### config.mk
export PLATFORM = sky130hd
export DESIGN_NAME = sdram_req_prefetch
export DESIGN_NICKNAME = d
export VERILOG_FILES = /design/src/rtl/sdram_req_prefetch.sv
export SDC_FILE = /design/constraint.sdc
export NUM_CORES = 1
export LEC_CHECK = 0
export CAP_MARGIN = 20
export CORE_AREA = 2 2 81 102
export DETAILED_ROUTE_END_ITERATION = 10
export DIE_AREA = 0 0 83 104
export MAX_ROUTING_LAYER = met4
export PLACE_DENSITY = 0.81
export SYNTH_ARGS = -nofsm -noshare
export SYNTH_HDL_FRONTEND = slang
export SYNTH_SLANG_ARGS = --single-unit
### constraint.sdc
create_clock -name i_clk -period 3.4 [get_ports i_clk]
set_input_delay 0.51 -clock i_clk [delete_from_list [all_inputs] [get_ports i_clk]]
set_output_delay 0.51 -clock i_clk [all_outputs]
set_load 0.005 [all_outputs]
### src/rtl/sdram_req_prefetch.sv
// sdram_req_prefetch: 2-entry prefetch buffer between the registered read port
// of the host request FIFO and the SDRAM command scheduler. It pops ahead so the
// FIFO's one-cycle read latency is hidden, and it can still deliver one request
// per cycle. Each FIFO word is split into we / addr / wdata, and those fields
// are always decoded from the head register.
module sdram_req_prefetch #(
  parameter  int AddrWidth = 24,
  parameter  int DataWidth = 16,
  localparam int ReqWidth  = 1 + AddrWidth + DataWidth
) (
  input  logic                 i_clk,
  input  logic                 i_rst_n,
  // FIFO read side
  output logic                 o_fifo_rd_en,
  input  logic [ReqWidth-1:0]  i_fifo_rd_data,
  input  logic                 i_fifo_empty,
  // control
  input  logic                 i_flush,
  // scheduler side
  output logic                 o_req_valid,
  input  logic                 i_req_ready,
  output logic                 o_req_we,
  output logic [AddrWidth-1:0] o_req_addr,
  output logic [DataWidth-1:0] o_req_wdata,
  output logic [1:0]           o_level
);

  // FIFO word layout: we in the MSB, then addr, then wdata in the LSBs.
  typedef struct packed {
    logic                 we;
    logic [AddrWidth-1:0] addr;
    logic [DataWidth-1:0] wdata;
  } req_t;

  req_t       head_q, head_d;
  req_t       tail_q, tail_d;
  req_t       rd_word;
  logic [1:0] occ_q, occ_d;     // buffered entries, 0..2
  logic       inf_q, inf_d;     // a pop was issued last cycle
  logic       drop_q, drop_d;   // word arriving this cycle belongs to a flushed pop

  logic       pop_out;          // head handed to the scheduler this cycle
  logic       cap;              // in-flight word is written into the buffer
  logic [1:0] occ_post;         // occupancy after this cycle's pop_out
  logic [2:0] pend;             // committed slots: occupancy + in flight - leaving

  assign rd_word  = req_t'(i_fifo_rd_data);
  assign pop_out  = o_req_valid && i_req_ready;
  assign occ_post = occ_q - 2'(pop_out);
  assign pend     = 3'(occ_q) + 3'(inf_q) - 3'(pop_out);
  assign cap      = inf_q && !drop_q && !i_flush;

  // Pop only when a slot is guaranteed to be free when the word lands.
  // This makes overflow impossible. The pop is also held off during reset.
  assign o_fifo_rd_en = i_rst_n && !i_fifo_empty && !i_flush && (pend < 3'd2);

  // Next-state logic: shift the tail forward on a pop, then capture the
  // in-flight word into the first free slot. Flush empties the buffer.
  always_comb begin
    head_d = head_q;
    tail_d = tail_q;
    occ_d  = occ_q;
    inf_d  = o_fifo_rd_en;
    drop_d = i_flush && o_fifo_rd_en;
    if (i_flush) begin
      occ_d = 2'd0;
    end else begin
      if (pop_out && (occ_q == 2'd2)) begin
        head_d = tail_q;
      end
      if (cap) begin
        if (occ_post == 2'd0) begin
          head_d = rd_word;
        end else begin
          tail_d = rd_word;
        end
      end
      occ_d = occ_post + 2'(cap);
    end
  end

  // Buffer state registers. Entries are cleared on reset so that the outputs
  // come up at zero.
  always_ff @(posedge i_clk or negedge i_rst_n) begin
    if (!i_rst_n) begin
      head_q <= '0;
      tail_q <= '0;
      occ_q  <= 2'd0;
      inf_q  <= 1'b0;
      drop_q <= 1'b0;
    end else begin
      head_q <= head_d;
      tail_q <= tail_d;
      occ_q  <= occ_d;
      inf_q  <= inf_d;
      drop_q <= drop_d;
    end
  end

  assign o_req_valid = (occ_q != 2'd0);
  assign o_level     = occ_q;
  assign o_req_we    = head_q.we;
  assign o_req_addr  = head_q.addr;
  assign o_req_wdata = head_q.wdata;

endmodule
-- After elaboration in Yosys (flattened, before gate mapping)
Cells that the tools add are included.
- add/sub/neg operators: 4
- multipliers: 0
- divide/modulo/power cells: 0
- magnitude comparators: 1
- equality and inequality tests: 1
- shift operators: 0
- muxes and demuxes: 4
- bitwise operators: 2
- reduce and logical (&&, ||, !) cells: 14
- operator list (kind ; count):
    $mux W41 ; 3
    $logic_and A1 B1 Y1 ; 8
    $add A2 B1 Y3 ; 1
    $logic_not A1 Y1 ; 3
    $lt A3 B2 Y1 const B ; 1
    $reduce_and A3 Y1 ; 1
    $sub A3 B1 Y3 ; 1
    $add A2 B1 Y2 ; 1
    $eq A2 B2 Y1 const B ; 1
    $logic_not A2 Y1 ; 1
    $mux W2 ; 1
    $not A1 Y1 ; 2
    $reduce_bool A2 Y1 ; 1
    $sub A2 B1 Y2 ; 1
- register bits after elaboration: 86
- latch bits: 0
- RAM bits: 0
- bits in read-only memories: 0
- input port bits: 46
- output and inout bits: 45
- logic and storage cells: 35
- memories: 0

-- Depth between registers and ports, before layout
Gate-level depths: netlist (run 1).
- depth after elaboration: 6
- gate-level depth with buffers: 6
- mapped depth without buffers: 6

-- Worst setup path after synthesis (run 1)
No wires, ideal clock.
- path type: flip-flop to output port
- start point: register occ_q[1] (netlist: o_level[1])
- end point: output port o_fifo_rd_en
- arrival: 1831 ps
- data required time: 2890 ps
- slack: 1059 ps
- cell stages (with the launch flop): 6
- path buffers: 0
- cell sequence: dfrtp_1 or2_2 and3b_1 fa_1 nand2_1 nor4_1
- longest elaborated chain between the ends: 5
- elaborated cells between the ends (all ways): 6
- classes of those cells: 2 x add/sub; 1 x order compare; 3 x reduce/logical
- RTL lines (what ; line ; RTL):
    start: declaration ; 38 ; logic [1:0] occ_q, occ_d;
    start signal: assignment ; 88 ; occ_q <= 2'd0;
    start signal: assignment ; 94 ; occ_q <= occ_d;
    $reduce_bool A2 Y1 ; 100 ; assign o_req_valid = (occ_q != 2'd0);
    net o_req_valid ; 20 ; output logic o_req_valid,
    $logic_and A1 B1 Y1 ; 48 ; assign pop_out = o_req_valid && i_req_ready;
    $sub A3 B1 Y3 ; 50 ; assign pend = 3'(occ_q) + 3'(inf_q) - 3'(pop_out);
    $lt A3 B2 Y1 ; 55 ; assign o_fifo_rd_en = i_rst_n && !i_fifo_empty && !i_flush && (pend < 3'd2);
    $logic_and A1 B1 Y1 ; 55 ;
    end: declaration ; 14 ; output logic o_fifo_rd_en,
The timed path passes the listed nets, and every way through them passes these cells.

-- Final worst setup path (run 1)
- start point: register occ_q[1] (netlist: o_level[1])
- end point: output port o_fifo_rd_en
- longest elaborated chain between the ends: 5
- elaborated cells between the ends (all ways): 6
- classes of those cells: 2 x add/sub; 1 x order compare; 3 x reduce/logical
- RTL lines (what ; line):
    branches (longest 2 deep; another with $add A2 B1 Y3) ; --
    $sub A3 B1 Y3 (*) ; 50
    $lt A3 B2 Y1 (*) ; 55
    $logic_and A1 B1 Y1 (*) ; 55
Mark *: on every way between the ends.

==> results of run 1 <==
## state kept, by name, summed over array words and instances (netlist names)
register and cells:
o_req_wdata 16, tail_q 41, drop_q 1, o_level 2, inf_q 1, o_req_we 1, o_req_addr 24
## area by class of cell
| cell class | count | area (µm²) | share of cell area, % |
|---|---|---|---|
| repair buffers | 97 | 971 | 18.6 |
| flip-flops and latches | 86 | 2150 | 41.2 |
| inverters | 1 | 3.75 | 0.0718 |
| clock buffers | 10 | 138 | 2.63 |
| clock inverters | 6 | 70.1 | 1.34 |
| well taps | 95 | 119 | 2.27 |
| multi-input cells | 186 | 1780 | 33.9 |
## metrics by stage
stage | utilization, % | power (mW)
5_1_grt | 67.9 | 2.69
4_1_cts | 67.9 | 2.58
3_3_place_gp | 65.2 | 1.82
3_5_place_dp | 65.2 | 1.84
6_report | 67.9 | 2.55
2_1_floorplan | - | 1.44
## cell families after synthesis
| kind of cell | after synthesis | share of synthesized area [%] |
|---|---|---|
| XOR/XNOR | 2 | 0.433 |
| multiplexers | 123 | 35.4 |
| adder cells (fa/ha/maj) | 2 | 0.803 |
| buffers and inverters | 20 | 3.49 |
| flip-flops | 86 | 53.2 |
| AO/OA/AOI/OAI | 3 | 0.494 |
| AND/OR/NAND/NOR | 55 | 6.15 |
| other | 1 | 0.0926 |
## cell usage after synthesis
library cell / n
inv_1: 1
nand2b_1: 1
o21ai_0: 1
nor3b_4: 1
and3b_1: 1
or3_1: 1
or2_2: 1
a21oi_1: 1
dfrtp_1: 86
mux2_2: 1
buf_4: 4
nor4_1: 1
nor2b_1: 2
nand2_1: 4
a21bo_2: 1
mux2i_1: 82
conb_1: 1
fa_1: 1
nor2_1: 41
nor4bb_1: 1
mux2_4: 40
buf_2: 5
nand3_1: 1
ha_1: 1
xor2_1: 2
buf_6: 6
clkbuf_1: 4
## routing by layer
layer	up-vias	global-route usage, %	routed length [µm]
li1	1188	-	-
met1	1293	26.8	3670
met2	68	32.2	4180
met3	19	3.89	252
met4	0	9.84	231
met5	-	-	0
## final timing paths
kind,startpoint,endpoint,cells after the start
setup / recovery,o_level[1],o_fifo_rd_en,6
max in group asynchronous,i_rst_n,o_req_addr[13],3
hold / removal,i_rst_n,tail_q[40],2
hold reg to reg,tail_q[32],tail_q[32],1
min in group i_clk,i_rst_n,inf_q,3
setup reg to reg,o_level[1],inf_q,5
## critical path, cell delays in order, from the launching register on
cell	delay, ps
dfrtp_2	470
or2_2	320
and3b_1	210
fa_1	510
nand2_1	50
nor4_1	290
clkdlybuf4s50_1	570
## placed cells by master (no fill, tap or decap), drive strengths merged
cell,instances
clkdlybuf4s50,88
dfrtp,86
mux2i,82
nor2,41
mux2,41
clkbuf,10
buf,9
nand2,4
clkinvlp,3
nor2b,2
xor2,2
inv,2
nor3b,1
or2,1
and3b,1
nand2b,1
nor4,1
o21ai,1
or3,1
a21oi,1
a21bo,1
nor4bb,1
nand3,1
fa,1
ha,1
clkinv,1
bufinv,1
conb,1
## power breakdown
group	internal, mW	leakage (nW)	switching [mW]	total [mW]
clock network	0.363	0.0951	0.374	0.737
logic	0.373	1.43	0.196	0.570
registers	1.16	1.09	0.0831	1.25
total	1.90	2.62	0.654	2.55
==> summary.txt, run 1 <==
Place
  • Port Buf Inserts: 90
  • Routability cong.: roughly 0.80
  • DP Worst Slack: between 150 and 200 ps
  • Cell Area, Placed: 5020 µm²
  • Cell count after placement: between 400 and 500
  • Final HPWL DP: roughly 5500 µm

CTS
  • Clock root buffer: clkbuf_8
  • Hold Buf Count CTS: 0
  • CTS tree: yes
  • Postcts setup bufs: 0
  • Total CTS buffers: 9
  • Clock slew at reported path FFs: 80 ps
  • # clock sinks: 86
  • Post-CTS resize count: 0
  • Number of H-tree levels: 3
  • Clock Path Buffers: 2
  • Clk_lat worst skew: 360 ps

Route
  • DR vias/cell: 5.34
  • Remaining routing DRC violations: 0
  • Wire length per cell: 17.3 µm
  • Router iterations before antenna repair: 4
  • Detailed Route WL: 8330 µm
  • Starting DRT DRC Count: roughly 150
  • Vias: between 2000 and 3000
  • Post-route ant nets: 0

GRT
  • First-pass GRT wire length: 13800 µm
  • Vias in the first global route: 2737
  • Largest net degree at the start of global routing: 51
  • Total GRT Usage: 20.9%
  • Congestion Overflow GR: 0
  • Initial antenna violation count: 0

STA
  • Unrepaired setup endpoints after global routing: no
  • Final setup vio count: 0
  • Tcrit/Tclk final: 96.5%
  • Peak Freq: 305 MHz
  • Clk_skew: 11.4 ps
  • Post-Route Setup TNS: 0 ps
  • Final worst setup slack: 118 ps
  • Max transition margin: roughly three fifths
  • Min Tclk post-route: 3280 ps
  • Final hold violation count: 0
  • Worst-Margin Slew: 610 ps
  • Final Max Tran Viols: 0
  • Final hold slack: 228 ps

Floorplanning
  • Core Region: 7700 µm²
  • FP Rows: 36
  • I/O pin cnt: 91
  • Die height: 104 µm
  • Die area: roughly 8600 µm²
  • Die W: 83 µm
  • Starting Density: 52.6%

Worst setup path
  • CP endpoint kind: output pin
  • Worst path arrival time: ~2800 ps
  • Crit Path Category: register to output pin
  • Crit path required time: 2890 ps
  • Critical-path maximum fanout: 7
  • Startpoint Class: register
  • Flop-to-flop setup slack: ~1400 ps

Hold path
  • Worst hold path type: input port to async pin

Logic synthesis
  • Synth area leaders: dfrtp_1 53%, mux2i_1 20%, mux2_4 15%
  • Post-synth top area cell: dfrtp_1
  • Post-synth top area share: 53.2%
  • Synth Warn #: 0
  • Post-Synthesis Cell Area: 4050 µm²
  • Register area share after synthesis: 53.2%
  • Avg Cell Area, Syn: 13.9 µm²
  • Flop and latch count out of synthesis: 86
  • Cells after synthesis: 292
  • Net Count, Synth: 340
  • Unique masters post-synth: 27

Power
  • Pwr dens: 488 nW/µm²
  • P_leak: 2.62 nW
  • Peak supply drop: 0.000314 V

Finish
  • ANT cells: 0
  • Finished Layout Cells: 481
  • Final net count: between 400 and 500
  • Post-layout instance area: 5230 µm²
  • Filler instances: 571
  • Fraction of layout cells with a size suffix above 1: between 10% and 20%
  • Synthesis-to-finish area growth: 29.2%

Run status
  • Status: complete, no violations

Run
  • Max cap viols: 0
Power figures use the tool's default switching activity.
==> run 2, diff against run 1 <==
- CORE_AREA: 2 2 81 102 -> 2 2 80 101
- DIE_AREA: 0 0 83 104 -> 0 0 82 103
- DONT_BUFFER_PORTS: default -> 1
- PLACE_DENSITY: 0.81 -> 0.67
==> summary.txt, run 2 (synthesis gave the netlist of run 1 again) <==
Power
  • Peak supply drop: 0.000349 V (+11%)
  • Net Switching: 554 µW (-15%)
  • Internal: 1.65 mW (-13%)
  • Register share of total power: 58.0% (+9.2 points)
  • Clk pwr share: 32.6% (+3.7 points)
  • P_leak: 2.27 nW (-13%)
  • Pwr dens: 511 nW/µm² (+4.8%)
  • Combinational Power Share: 9.4% (-13 points)
  • Switch share: 25.1% (-0.50 points)

Finish
  • Synthesis-to-finish area growth: 6.58%
  • Most frequent cells in the layout: 86 x dfrtp_1, 82 x mux2i_1, 41 x nor2_1
  • Filler instances: 617 (+8.1%)
  • Final core occ: 57.0% (-11 points)
  • Largest Register: tail_q
  • Fraction of layout cells with a size suffix above 1: 22.7% (+4.1 points)
  • Most common cell after layout, fill and taps aside: dfrtp_1
  • Largest register FFs: 41 (unchanged)
  • Final net count: 338 (-21%)
  • ANT cells: 0 (unchanged)

Place
  • Routability cong.: 0.707 (-11%)
  • DP Worst Slack: 928 ps (+728 ps)
  • Port Buf Inserts: 0 (-100%)
  • Final HPWL DP: 4530 µm (-18%)

STA
  • Tcrit/Tclk final: 81.9% (-15 points)
  • Peak Freq: 359 MHz (+18%)
  • Post-Route Setup TNS: 0 ps (unchanged)
  • Final hold slack: 78.5 ps (-149 ps)
  • Unrepaired setup endpoints after global routing: no
  • Final worst setup slack: 615 ps (+497 ps)
  • Max transition margin: 50.4% (-9.0 points)
  • Worst-Margin Slew: 744 ps (+135 ps)
  • Final setup vio count: 0 (unchanged)
  • Final hold violation count: 0 (unchanged)
  • Clk_skew: 10.4 ps (-0.966 ps)
  • Min Tclk post-route: 2790 ps (-497 ps)
  • Final Max Tran Viols: 0 (unchanged)

CTS
  • # clock sinks: 86 (unchanged)
  • Clock root buffer: clkbuf_8
  • Postcts setup bufs: 0 (unchanged)
  • Total CTS buffers: 9 (unchanged)
  • Number of H-tree levels: 3 (unchanged)
  • Clk_lat worst skew: 340 ps (-20 ps)
  • Hold Buf Count CTS: 1 (+1)
  • CTS tree: yes
  • Post-CTS resize count: 0 (unchanged)
  • Clock slew at reported path FFs: 90 ps (about the same)
  • Clock Path Buffers: 2 (unchanged)

Route
  • Starting DRT DRC Count: 111 (-24%)
  • Detailed Route WL: 7340 µm (-12%)
  • Wire length per cell: 18.8 µm (+8.7%)
  • Post-route ant nets: 0 (unchanged)
  • Remaining routing DRC violations: 0 (unchanged)
  • Vias: 2151 (-16%)
  • DR vias/cell: 5.52 (+3.3%)
  • Router iterations before antenna repair: 4 (unchanged)

Worst setup path
  • Critical-path maximum fanout: 7 (unchanged)
  • Worst path arrival time: 2280 ps (-490 ps)
  • Crit Path Category: register to output pin
  • Crit path required time: 2890 ps (about the same)
  • Startpoint Class: register
  • CP endpoint kind: output pin
  • Flop-to-flop setup slack: 1320 ps (-110 ps)
  • Reg2reg path depth: 5 (unchanged)
  • Crit. Startpoint: o_level[1]
  • FF-to-FF End: inf_q
  • Critical R2R Launch: o_level[1]

GRT
  • Largest net degree at the start of global routing: 87 (+71%)
  • First-pass GRT wire length: 11800 µm (-15%)
  • Congestion Overflow GR: 0 (unchanged)
  • Initial antenna violation count: 0 (unchanged)
  • Vias in the first global route: 2271 (-17%)
  • Total GRT Usage: 19.4% (-1.5 points)

Floorplanning
  • Die W: 82 µm (-1.2%)
  • Die area: 8450 µm² (-2.2%)
  • Die height: 103 µm (-0.96%)
  • I/O pin cnt: 91 (unchanged)
  • Starting Density: 53.5% (+0.94 points)
  • Core Region: 7570 µm² (-1.8%)
  • FP Rows: 36 (unchanged)

Run
  • Max cap viols: 0 (unchanged)

Run status
  • Status: complete, no violations

Hold path
  • Worst hold path type: input port to async pin
[run 2: worst max-delay path: stages (launching register included)]
cell and delay [ps]:
dfrtp_1 480, or2_2 350, and3b_1 200, fa_1 500, nand2_1 50, nor4_1 360
[run 2: final cells by class]
class | instances | area, µm² | share of cell area (%)
flip-flops and latches | 86 | 2150 | 49.9
multi-input cells | 186 | 1780 | 41.1
clock buffers | 12 | 155 | 3.60
well taps | 95 | 119 | 2.75
repair buffers | 6 | 65.1 | 1.51
clock inverters | 4 | 45.0 | 1.04
inverters | 1 | 3.75 | 0.0870
[run 2: worst max path at each step]
| stage | slack [ps] | cells past startpoint | to |
|---|---|---|---|
| after floorplan | 1060 | 5 | o_fifo_rd_en |
| after global placement | 980 | 5 | o_fifo_rd_en |
| after detailed placement | 930 | 5 | o_fifo_rd_en |
| after CTS | 570 | 5 | o_fifo_rd_en |
| after global routing | 470 | 5 | o_fifo_rd_en |
| final | 610 | 5 | o_fifo_rd_en |
[run 2: metrics by stage]
| step | area [µm²] | total power, mW | cells |
|---|---|---|---|
| after floorplan | 4050 | 1.44 | 292 |
| after global placement | 4090 | 1.48 | 373 |
| after detailed placement | 4090 | 1.49 | 373 |
| after CTS | 4320 | 2.24 | 390 |
| after global routing | 4320 | 2.34 | 390 |
| final | 4320 | 2.21 | 390 |
[run 2: power groups by stage]
stage / logic (mW) / clock network, mW / registers [mW]
after floorplan: 0.173 / 0 / 1.26
after global placement: 0.175 / 0 / 1.30
after detailed placement: 0.189 / 0 / 1.31
after CTS: 0.213 / 0.740 / 1.29
after global routing: 0.242 / 0.791 / 1.30
final: 0.207 / 0.719 / 1.28
[run 2: layer usage]
| layer | vias up | wire, µm | track usage [%] |
|---|---|---|---|
| li1 | 1001 | - | - |
| met3 | 16 | 468 | 5.34 |
| met2 | 59 | 3630 | 29.7 |
| met1 | 1075 | 3090 | 23.7 |
| met5 | - | 0 | - |
| met4 | 0 | 154 | 9.10 |
==> run 3, diff against run 2 <==
- clock period: 3.4 -> 2.6 ns (I/O delays scaled with it)
==> summary.txt, run 3 (synthesis gave the netlist of run 1 again) <==
Route
  • Router iterations before antenna repair: 4 (unchanged)
  • Total length of routed met3 wires: 396 µm (-15%)
  • DR vias/cell: 5.60 (+1.6%)
  • M1 WL: 3160 µm (+2.2%)
  • Post-route ant nets: 0 (unchanged)
  • Remaining routing DRC violations: 0 (unchanged)
  • Starting DRT DRC Count: 102 (-8.1%)
  • Met2 WL: 3920 µm (+8.0%)
  • Wire length per cell: 19.5 µm (+3.5%)
  • Vias: 2196 (+2.1%)
  • Top Layer Used: met4
  • Detailed Route WL: 7630 µm (+4.0%)

Floorplanning
  • Die area: 8450 µm² (unchanged)
  • Die height: 103 µm (unchanged)
  • Die W: 82 µm (unchanged)
  • I/O pin cnt: 91 (unchanged)
  • Starting Density: 53.5% (unchanged)
  • FP Rows: 36 (unchanged)
  • Core Region: 7570 µm² (unchanged)

Place
  • Routability cong.: 0.714 (+1.1%)
  • Port Buf Inserts: 0 (unchanged)
  • Final HPWL DP: 4610 µm (+1.9%)
  • Cell Area, Placed: 4110 µm² (+0.49%)
  • DP Worst Slack: 290 ps (-638 ps)
  • Cell count after placement: 374 (+0.27%)

Worst setup path
  • Worst path arrival time: 2100 ps (-180 ps)
  • Critical-path maximum fanout: 6 (-1)
  • Crit path required time: 2210 ps (-680 ps)
  • Startpoint Class: register
  • Crit Path Category: register to output pin
  • Crit. Startpoint: o_level[0]
  • Max stage delay on crit path: 490 ps (about the same)
  • CP endpoint kind: output pin
  • Slowest-stage cell, CP: fa_1
  • Critical R2R Launch: o_level[0]
  • CP Cell Sequence: or2_4 > and3b_1 > fa_1 > nand2_2 > nor4_4

CTS
  • Number of H-tree levels: 3 (unchanged)
  • CTS tree: yes
  • Postcts setup bufs: 0 (unchanged)
  • Clk_lat worst skew: 360 ps (+20 ps)
  • Total CTS buffers: 9 (unchanged)
  • Clock root buffer: clkbuf_8
  • Clock Path Buffers: 2 (unchanged)
  • Clock slew at reported path FFs: 80 ps (about the same)
  • # clock sinks: 86 (unchanged)

GRT
  • Largest net degree at the start of global routing: 87 (unchanged)
  • First-pass GRT wire length: 11900 µm (+0.76%)
  • Initial antenna violation count: 0 (unchanged)
  • Total GRT Usage: 19.7% (+0.28 points)
  • Vias in the first global route: 2336 (+2.9%)
  • Congestion Overflow GR: 0 (unchanged)

STA
  • Post-Route Setup TNS: 0 ps (unchanged)
  • Unrepaired setup endpoints after global routing: no
  • Min Tclk post-route: 2490 ps
  • Final setup vio count: 0 (unchanged)
  • Peak Freq: 402 MHz
  • Clk_skew: 6.53 ps (-3.87 ps)
  • Final hold violation count: 0 (unchanged)
  • Final worst setup slack: 113 ps (-502 ps)
  • Final Max Tran Viols: 0 (unchanged)
  • Tcrit/Tclk final: 95.7%

Finish
  • Filler instances: 610 (-1.1%)
  • ANT cells: 0 (unchanged)
  • Fraction of layout cells with a size suffix above 1: 24.2% (+1.5 points)
  • Most frequent cells in the layout: 85 x dfrtp_1, 82 x mux2i_1, 41 x nor2_1
  • Synthesis-to-finish area growth: 8.65%
  • Most common cell after layout, fill and taps aside: dfrtp_1
  • Finished Layout Cells: 392 (+0.51%)
  • Largest register FFs: 41 (unchanged)
  • Post-layout instance area: 4400 µm² (+1.9%)
  • Final net count: 340 (+0.59%)
  • Largest Register: tail_q

Power
  • Peak supply drop: 0.000431 V (+24%)
  • P_leak: 2.29 nW (+0.91%)
  • Pwr dens: 686 nW/µm² (+34%)
  • Pwr Total: 3.02 mW (+37%)

Hold path
  • Worst hold path type: input port to register
  • Worst min-delay path startpoint: i_fifo_empty

Run
  • Max cap viols: 0 (unchanged)

Run status
  • Status: complete, no violations
[run 3: changes by cell type in the layout (fill, tap and decap cells not counted), sizes merged]
cell and delta:
clkbuf -1, bufinv +1, dlygate4sd3 +1, buf +1
clkinvlp +1, clkinv -1
[run 3: final cells by class]
| cell class | instances | area [µm²] | area share [%] |
|---|---|---|---|
| Sequential cell | 86 | 2150 | 48.9 |
| Multi-Input combinational cell | 186 | 1800 | 40.8 |
| Clock buffer | 11 | 151 | 3.44 |
| Tap cell | 95 | 119 | 2.70 |
| Timing Repair Buffer | 8 | 95.1 | 2.16 |
| Clock inverter | 5 | 81.3 | 1.85 |
| Inverter | 1 | 3.75 | 0.0853 |
[run 3: path summary, 6_finish.rpt]
kind                                       end  cells after the start  slack (ps)
worst max-delay path              o_fifo_rd_en                      5         110
worst min-delay path                     inf_q                      1          90
worst max register to register           inf_q                      5         760
worst min register to register      tail_q[17]                      1         520
max in group asynchronous           o_level[0]                      2        1650
min in group asynchronous       o_req_wdata[7]                      2         610
[run 3: repair_timing]
action / CTS / global route
gates resized for setup: 2 / 3
hold endpoints to repair: 86 / 0
pin swaps: 0 / 2
hold buffers: 2 / 0
setup endpoints to repair: 1 / 1
[run 3: critical path, delay by kind of cell (launching register included)]
family	cells	cell delay [ps]
DFF	1	460
and+or+nand+nor	4	790
adders and majority gates	1	490
[run 3: report_power, final]
part	internal (mW)	leakage (nW)	total [mW]	switching [mW]
Clock	0.593	0.116	1.07	0.476
Sequential	1.52	1.09	1.68	0.154
Combinational	0.149	1.09	0.274	0.124
[run 3: metrics by stage]
step,hold WS (ps),util (%)
floorplan,94.4,-
global placement,96.1,54.3
detailed placement,96.1,54.3
CTS,82.6,58.0
global route,77.5,58.1
finish,94.3,58.1
[run 3: metal layers]
| metal | track usage (%) | up-vias |
|---|---|---|
| met2 | 31.0 | 56 |
| met4 | 9.62 | 0 |
| met1 | 24.0 | 1131 |
| met5 | - | - |
| met3 | 4.03 | 12 |
| li1 | - | 997 |
